File: config.mk
export PLATFORM = sky130hd
export DESIGN_NAME = hls_key_loader
export DESIGN_NICKNAME = d
export VERILOG_FILES = /design/src/rtl/hls_key_pkg.sv /design/src/rtl/hls_key_shreg.sv /design/src/rtl/hls_key_loader.sv
export SDC_FILE = /design/constraint.sdc
export NUM_CORES = 1
export LEC_CHECK = 0
export ABC_AREA = 1
export BUFFER_PORTS_ARGS = -buffer_cell sky130_fd_sc_hd__buf_2
export CORE_ASPECT_RATIO = 1.1
export CORE_MARGIN = 10
export CORE_UTILIZATION = 55
export DETAILED_ROUTE_END_ITERATION = 8
export PLACE_DENSITY_LB_ADDON = 0.15
export SETUP_SLACK_MARGIN = 0.3
export SLEW_MARGIN = 0
export SYNTH_ARGS = -nofsm -noshare
export SYNTH_HDL_FRONTEND = slang
export SYNTH_SLANG_ARGS = --single-unit
File: constraint.sdc
create_clock -name ap_clk -period 2.75 [get_ports ap_clk]
set_input_delay 0.4125 -clock ap_clk [delete_from_list [all_inputs] [get_ports ap_clk]]
set_output_delay 0.4125 -clock ap_clk [all_outputs]
set_load 0.1 [all_outputs]
File: src/rtl/hls_key_pkg.sv
// Shared definitions for the key loader in front of the obfuscated MACC core.
// Contents:
//   KEY_W_DEF        default key width
//   key_state_e      loader FSM states
//   WK_RST_BIT       reset value of every working_key bit
package hls_key_pkg;

   localparam int KEY_W_DEF = 4;

   localparam logic WK_RST_BIT = 1'b0;

   typedef enum logic [2:0] {
      ST_IDLE,
      ST_SHIFT,
      ST_CHECK,
      ST_READY,
      ST_ERR
   } key_state_e;

endpackage

File: src/rtl/hls_key_shreg.sv
// Serial key assembler: shift register, bit counter and running XOR parity.
// Ports:
//   ap_clk, ap_rst  clock, synchronous active-high reset
//   clr             clears register, counter and parity accumulator
//   shift           accept bit_in this cycle
//   bit_in          serial data, LSB first, parity bit last
//   shreg           assembled key bits
//   at_parity       next accepted bit is the parity bit
//   parity_ok       XOR over key bits plus parity bit is zero
import hls_key_pkg::*;

module hls_key_shreg #(
   parameter int KEY_W = KEY_W_DEF
) (
   input  logic             ap_clk,
   input  logic             ap_rst,
   input  logic             clr,
   input  logic             shift,
   input  logic             bit_in,
   output logic [KEY_W-1:0] shreg,
   output logic             at_parity,
   output logic             parity_ok
);

   localparam int CNT_W = $clog2(KEY_W + 1);

   logic [CNT_W-1:0] cnt;
   logic             acc;

   assign at_parity = (cnt == CNT_W'(KEY_W));
   // acc folds in the parity bit too, so a clean load leaves it at zero
   assign parity_ok = ~acc;

   always_ff @(posedge ap_clk) begin
      if (ap_rst || clr) begin
         shreg <= '0;
         cnt   <= '0;
         acc   <= 1'b0;
      end else if (shift) begin
         acc <= acc ^ bit_in;
         // counter parks at KEY_W: the parity bit ends the load, no wrap
         if (!at_parity) begin
            shreg <= (shreg >> 1) | (KEY_W'(bit_in) << (KEY_W - 1));
            cnt   <= cnt + CNT_W'(1);
         end
      end
   end

endmodule

File: src/rtl/hls_key_loader.sv
// Loads the core unlock key from a parity-protected serial stream and gates
// the core start until a checked key has been committed.
// Ports:
//   ap_clk, ap_rst   clock, synchronous active-high reset
//   key_load         one-cycle request to start a new load
//   key_bit          serial key data, LSB first, then one parity bit
//   key_bit_vld      key_bit valid
//   key_bit_rdy      loader accepts key_bit (high only while shifting)
//   working_key      committed key driving the core next-state logic
//   key_ready        working_key holds a parity-checked key
//   key_err          last load failed parity
//   ap_start         host start request
//   core_ap_start    start forwarded to the core, only with a committed key
//
// state | meaning
// ------+-----------------------------------------------
// IDLE  | out of reset, no key loaded
// SHIFT | collecting key bits and the parity bit
// CHECK | one cycle, parity evaluated and result committed
// READY | key committed, core may start
// ERR   | parity failure, working_key cleared
import hls_key_pkg::*;

module hls_key_loader #(
   parameter int KEY_W = KEY_W_DEF
) (
   input  logic             ap_clk,
   input  logic             ap_rst,
   input  logic             key_load,
   input  logic             key_bit,
   input  logic             key_bit_vld,
   output logic             key_bit_rdy,
   output logic [KEY_W-1:0] working_key,
   output logic             key_ready,
   output logic             key_err,
   input  logic             ap_start,
   output logic             core_ap_start
);

   key_state_e       state;
   key_state_e       state_nxt;
   logic             load_go;
   logic             shift_en;
   logic [KEY_W-1:0] shreg;
   logic             at_parity;
   logic             parity_ok;

   // a load request is ignored only while the parity result is in flight
   assign load_go  = key_load && (state != ST_CHECK);
   // key_load takes priority over a bit offered in the same cycle
   assign shift_en = (state == ST_SHIFT) && key_bit_vld && !key_load;

   assign key_bit_rdy   = (state == ST_SHIFT);
   assign core_ap_start = ap_start & key_ready;

   hls_key_shreg #(
      .KEY_W(KEY_W)
   ) u_shreg (
      .ap_clk    (ap_clk),
      .ap_rst    (ap_rst),
      .clr       (load_go),
      .shift     (shift_en),
      .bit_in    (key_bit),
      .shreg     (shreg),
      .at_parity (at_parity),
      .parity_ok (parity_ok)
   );

   always_comb begin
      state_nxt = state;
      case (state)
         ST_IDLE, ST_READY, ST_ERR: begin
            if (key_load) state_nxt = ST_SHIFT;
         end
         ST_SHIFT: begin
            if (key_load)                   state_nxt = ST_SHIFT;
            else if (shift_en && at_parity) state_nxt = ST_CHECK;
         end
         ST_CHECK: begin
            state_nxt = parity_ok ? ST_READY : ST_ERR;
         end
         default: state_nxt = ST_IDLE;
      endcase
   end

   always_ff @(posedge ap_clk) begin
      if (ap_rst) begin
         state       <= ST_IDLE;
         working_key <= {KEY_W{WK_RST_BIT}};
         key_ready   <= 1'b0;
         key_err     <= 1'b0;
      end else begin
         state <= state_nxt;
         if (load_go) begin
            // working_key holds its old value until the next commit
            key_ready <= 1'b0;
            key_err   <= 1'b0;
         end else if (state == ST_CHECK) begin
            if (parity_ok) begin
               working_key <= shreg;
               key_ready   <= 1'b1;
            end else begin
               working_key <= {KEY_W{WK_RST_BIT}};
               key_err     <= 1'b1;
            end
         end
      end
   end

endmodule

Word-level counts from Yosys, hierarchy flattened
Cells that the tools add are included.
- multiplexer cells: 6
- equality and inequality tests: 8
- bitwise gates (word level): 6
- $add $sub $neg: 1
- reduce and logical (&&, ||, !) cells: 14
- operator list (kind ; number):
    $mux 3 ; 4
    $reduce_and 2->1 ; 5
    $pmux 3 s3 ; 1
    $eq 3x2->1 const B ; 2
    $eq 3x3->1 const B ; 2
    $ne 3x2->1 const B ; 2
    $logic_and 1x1->1 ; 4
    $mux 4 ; 1
    $or 3x4->4 ; 1
    $add 3x1->3 const B ; 1
    $eq 3x1->1 const B ; 1
    $logic_not 3->1 ; 1
    $not 1->1 ; 3
    $reduce_or 3->1 ; 1
    $ne 2x2->1 const B ; 1
    $reduce_or 2->1 ; 1
    $and 1x1->1 ; 1
    $logic_not 1->1 ; 1
    $logic_or 1x1->1 ; 1
    $xor 1x1->1 ; 1
- word-level logic and storage cells: 42
- bits of input ports: 6
- flip-flop bits (word level): 17

Logic depth before layout (Yosys ltp)
- depth after elaboration: 7
- mapped depth: 8
- gate-level depth less buffers: 8

Modules after synthesis
Synthesis repeated with hierarchy kept, for this count alone.
- cell total of the unflattened synthesis: 130
- area total of the unflattened synthesis: 877.1 um2
- modules (own cells, without submodules) (module ; area each (um2) ; times used ; seq. area each (um2) ; cells an instance):
    hls_key_loader ; 445.4 ; 1 ; 180.2 ; 70
    hls_key_shreg ; 431.7 ; 1 ; 160.2 ; 60

Worst setup path before layout
OpenSTA, ideal clock, no wires.
- path kind: register to output
- start point: register key_ready
- end point: output port core_ap_start
- data arrival time: 1.671 ns
- slack: 0.667 ns
- cell stages (with the launch flop): 3
- cell sequence: dfxtp_1 -> nand2_1 -> inv_1
- longest elaborated chain between the ends: 1
- RTL lines (what ; line ; RTL):
    start: declaration ; hls_key_loader.sv:34 ; output logic key_ready,
    start signal: assignment ; hls_key_loader.sv:90 ; key_ready <= 1'b0;
    start signal: assignment ; hls_key_loader.sv:96 ; key_ready <= 1'b0;
    start signal: assignment ; hls_key_loader.sv:101 ; key_ready <= 1'b1;
    $and 1x1->1 ; hls_key_loader.sv:54 ; assign core_ap_start = ap_start & key_ready;
    end: declaration ; hls_key_loader.sv:37 ; output logic core_ap_start
No other way between the ends.

Final worst setup path
- start point: register state[2]
- end point: output port key_bit_rdy
- longest elaborated chain between the ends: 1
- RTL lines (what ; line ; RTL):
    start: declaration ; hls_key_loader.sv:40 ; key_state_e state;
    start signal: assignment ; hls_key_loader.sv:93 ; state <= state_nxt;
    $eq 3x1->1 ; hls_key_loader.sv:53 ; assign key_bit_rdy = (state == ST_SHIFT);
    end: declaration ; hls_key_loader.sv:32 ; output logic key_bit_rdy,
No other way between the ends.

==> results.yml <==
status:
  status: "complete, no violations"
critical_path:
  critPathKind: "reg2out"
  timing.rr.start: "u_shreg.cnt[0]"
  reg2regPathDepth: 8
  cpMostUsedCell: "inv_1"
  end_kind: "primary output"
  critPathMaxStageDelay_ns: 0.44
  reg2reg_slack_ns: 1.44
  cp.required_ns: 2.34
  cp_cell_sequence: "inv_1 > nand3_2 > inv_1 > buf_2"
  critPathLaunchType: "flip-flop"
  crit_fanout: 5
  r2r-end: "state[1]"
  cp_slowest_cell: "buf_2"
  arrival_ns: 1.39
sta:
  slew_headroom_pct: 67.5
  fin_crit_sh_pct: 65.6
  period_needed_ns: 1.80
  setup_viol: 0
  fin_skew_ns: 0.00400
  worst_slew_pin_slew_ns: 0.491
  hold_violations: 0
  slew_viol_final: 0
  clock.fmax_mhz: 555
  grt_setup_unrepaired: "no"
  fin_tns_setup_ns: 0
final_layout:
  n_antenna_cell: 0
  final_layout_size_suffix_gt1_share_pct: 23.0
  final_nets: 148
  fill_cells: 124
  area_growth_pct: 12.5
  final_area_sq_um: 970
clocking:
  clkSinkCount: 17
  post_cts_buffers: 0
  cts_hold_buf: 0
  tritoncts: "done"
  clock-root-buffer: "clkbuf_4"
  cts_buffers: 3
  ctsResizeCount: 0
  h-tree-depth: 1
  worst_skew_pair.late_latency_ns: 0.28
  cts.clk_slew.worst_paths_ns: 0.10
  cts.path.max_buffers: 2
yosys:
  synthTopCellsByArea: "dfxtp_1 (39%), nand2_1 (13%), inv_1 (7.8%)"
  syn-num-nets: 131
  post-synth-top-count-cell: "nand2_1"
  postSynthAreaPerCell_sq_um: 7.01
  synth_top_cell_area_share_pct: 39.5
  syn-cell-area_sq_um: 862
  synth-edff-count: 0
  synth_largest_area_cell: "dfxtp_1"
  yosysSeqAreaShare_pct: 39.5
  synthFlopType: "dfxtp_1"
  async_flop_share_pct: 0
  synth_common_cells: "nand2_1 (31), inv_1 (18), dfxtp_1 (17)"
  ys_seq_elements: 17
  synth_cell_types: 18
  yosysWarnings: 0
  synthCells: 123
die:
  row_count: 14
  start_util_pct: 60.8
  ios: 14
  die_w_um: 57.8
  dieHeight_um: 61.5
  die_area_sq_um: 3550
  coreArea_sq_um: 1420
grt:
  grt_pass1_wl_mm: 3.08
  grt_use_total_pct: 10.6
  grt_overflow: 0
  grt_max_degree: 12
  grt_pass1_vias: 763
  antenna_found_initial: 0
detailed_routing:
  finalWirelength_mm: 1.82
  viasPerCell: 5.23
  dr_total_vias: 810
  wl_per_cell_um: 11.8
  drc: 0
  ant_nets: 0
  dr.pass1.iters: 4
  drtIter0Drc: 10
worst_hold_path:
  worstHoldEndpoint: "working_key[3]"
  hp-class: "in2reg"
  holdPathStages: 2
  min_from: "ap_rst"
placed_design:
  dpl_cell_area_sq_um: 942
  io_buffers: 13
  dp_hpwl_mm: 1.44
  globalplace.congestion: 0.789
pwr:
  ir_drop_mv: 0.354
  p_per_area_nw_per_um2: 579
  leakage_nw: 0.427
job:
  maxCapViolCount: 0
[state kept, by name, indices dropped and copies added, names as in the netlist]
| name | cells |
|---|---|
| key_err | 1 |
| key_ready | 1 |
| state | 3 |
| u_shreg.acc | 1 |
| u_shreg.cnt | 3 |
| u_shreg.shreg | 4 |
| working_key | 4 |
[routing by layer]
metal | vias to the layer above | track usage [%] | wire (um)
met3 | 2 | 4.12 | 98
met2 | 14 | 18.9 | 967
met1 | 377 | 11.2 | 741
met4 | 0 | 3.69 | 17
met5 | - | 0 | 0
li1 | 417 | - | -
[how the worst max path moves through the flow]
| stage | start | end | cells past startpoint |
|---|---|---|---|
| 6_report | state[2] | key_bit_rdy | 4 |
| 5_1_grt | state[0] | key_bit_rdy | 3 |
| 4_1_cts | state[2] | key_bit_rdy | 4 |
| 3_5_place_dp | state[2] | key_bit_rdy | 4 |
| 3_3_place_gp | state[2] | key_bit_rdy | 4 |
| 2_1_floorplan | key_ready | core_ap_start | 2 |
[placed cells by master, fill, tap and decap left out]
master    instances
o21a_1            1
a21oi_2           3
nor2_1           16
a21oi_1           7
clkbuf_4          3
nand4_1           8
nand3_1           5
nand2_2           2
o21ai_1           1
clkinv_2          1
inv_2             5
nand2_1          31
nand3_2           2
ha_1              2
nor2_4            2
dfxtp_1          17
xor2_1            1
buf_2            13
inv_1            18
a21oi_4           1
[critical path, delay by kind of cell, from the launching register on]
kind	cells	cell delay, ns
buffers and inverters	3	0.65
AND/OR/NAND/NOR	1	0.10
flip-flops	1	0.37
[report_power, final]
| part | leakage (nW) | switching [mW] | total (mW) | internal, mW |
|---|---|---|---|---|
| combinational | 0.272 | 0.122 | 0.164 | 0.0416 |
| clock | 0.0177 | 0.0762 | 0.130 | 0.0539 |
| sequential | 0.138 | 0.00995 | 0.267 | 0.257 |
| total | 0.427 | 0.208 | 0.561 | 0.353 |
[kinds of logic after synthesis]
group	count (synthesis)	share of synthesized area, %
buf+inv	24	10.6
flops	17	39.5
xor+xnor	1	1.02
fa+ha+maj	2	2.90
simple gates	66	35.6
compound gates	13	10.5
[area by class of cell]
cell class	instances	area [sq um]	share of cell area (%)
Clock buffer	3	22.5	2.32
Clock inverter	1	5.00	0.516
Inverter	23	86.3	8.90
Multi-Input combinational cell	82	430	44.4
Sequential cell	17	340	35.1
Tap cell	16	20.0	2.06
Timing Repair Buffer	13	65.1	6.71
[metrics by stage]
stage,total power [mW],cells,utilization (%),setup slack [ns],hold slack (ns)
after floorplan,0.405,123,-,0.667,0.434
after global placement,0.433,151,66.4,1.32,0.438
after detailed placement,0.438,151,66.4,1.26,0.438
after CTS,0.566,155,68.3,0.938,0.403
after global routing,0.595,155,68.3,0.880,0.401
final,0.561,155,68.3,0.947,0.410
No activity file was read; power rests on OpenSTA's default activity.
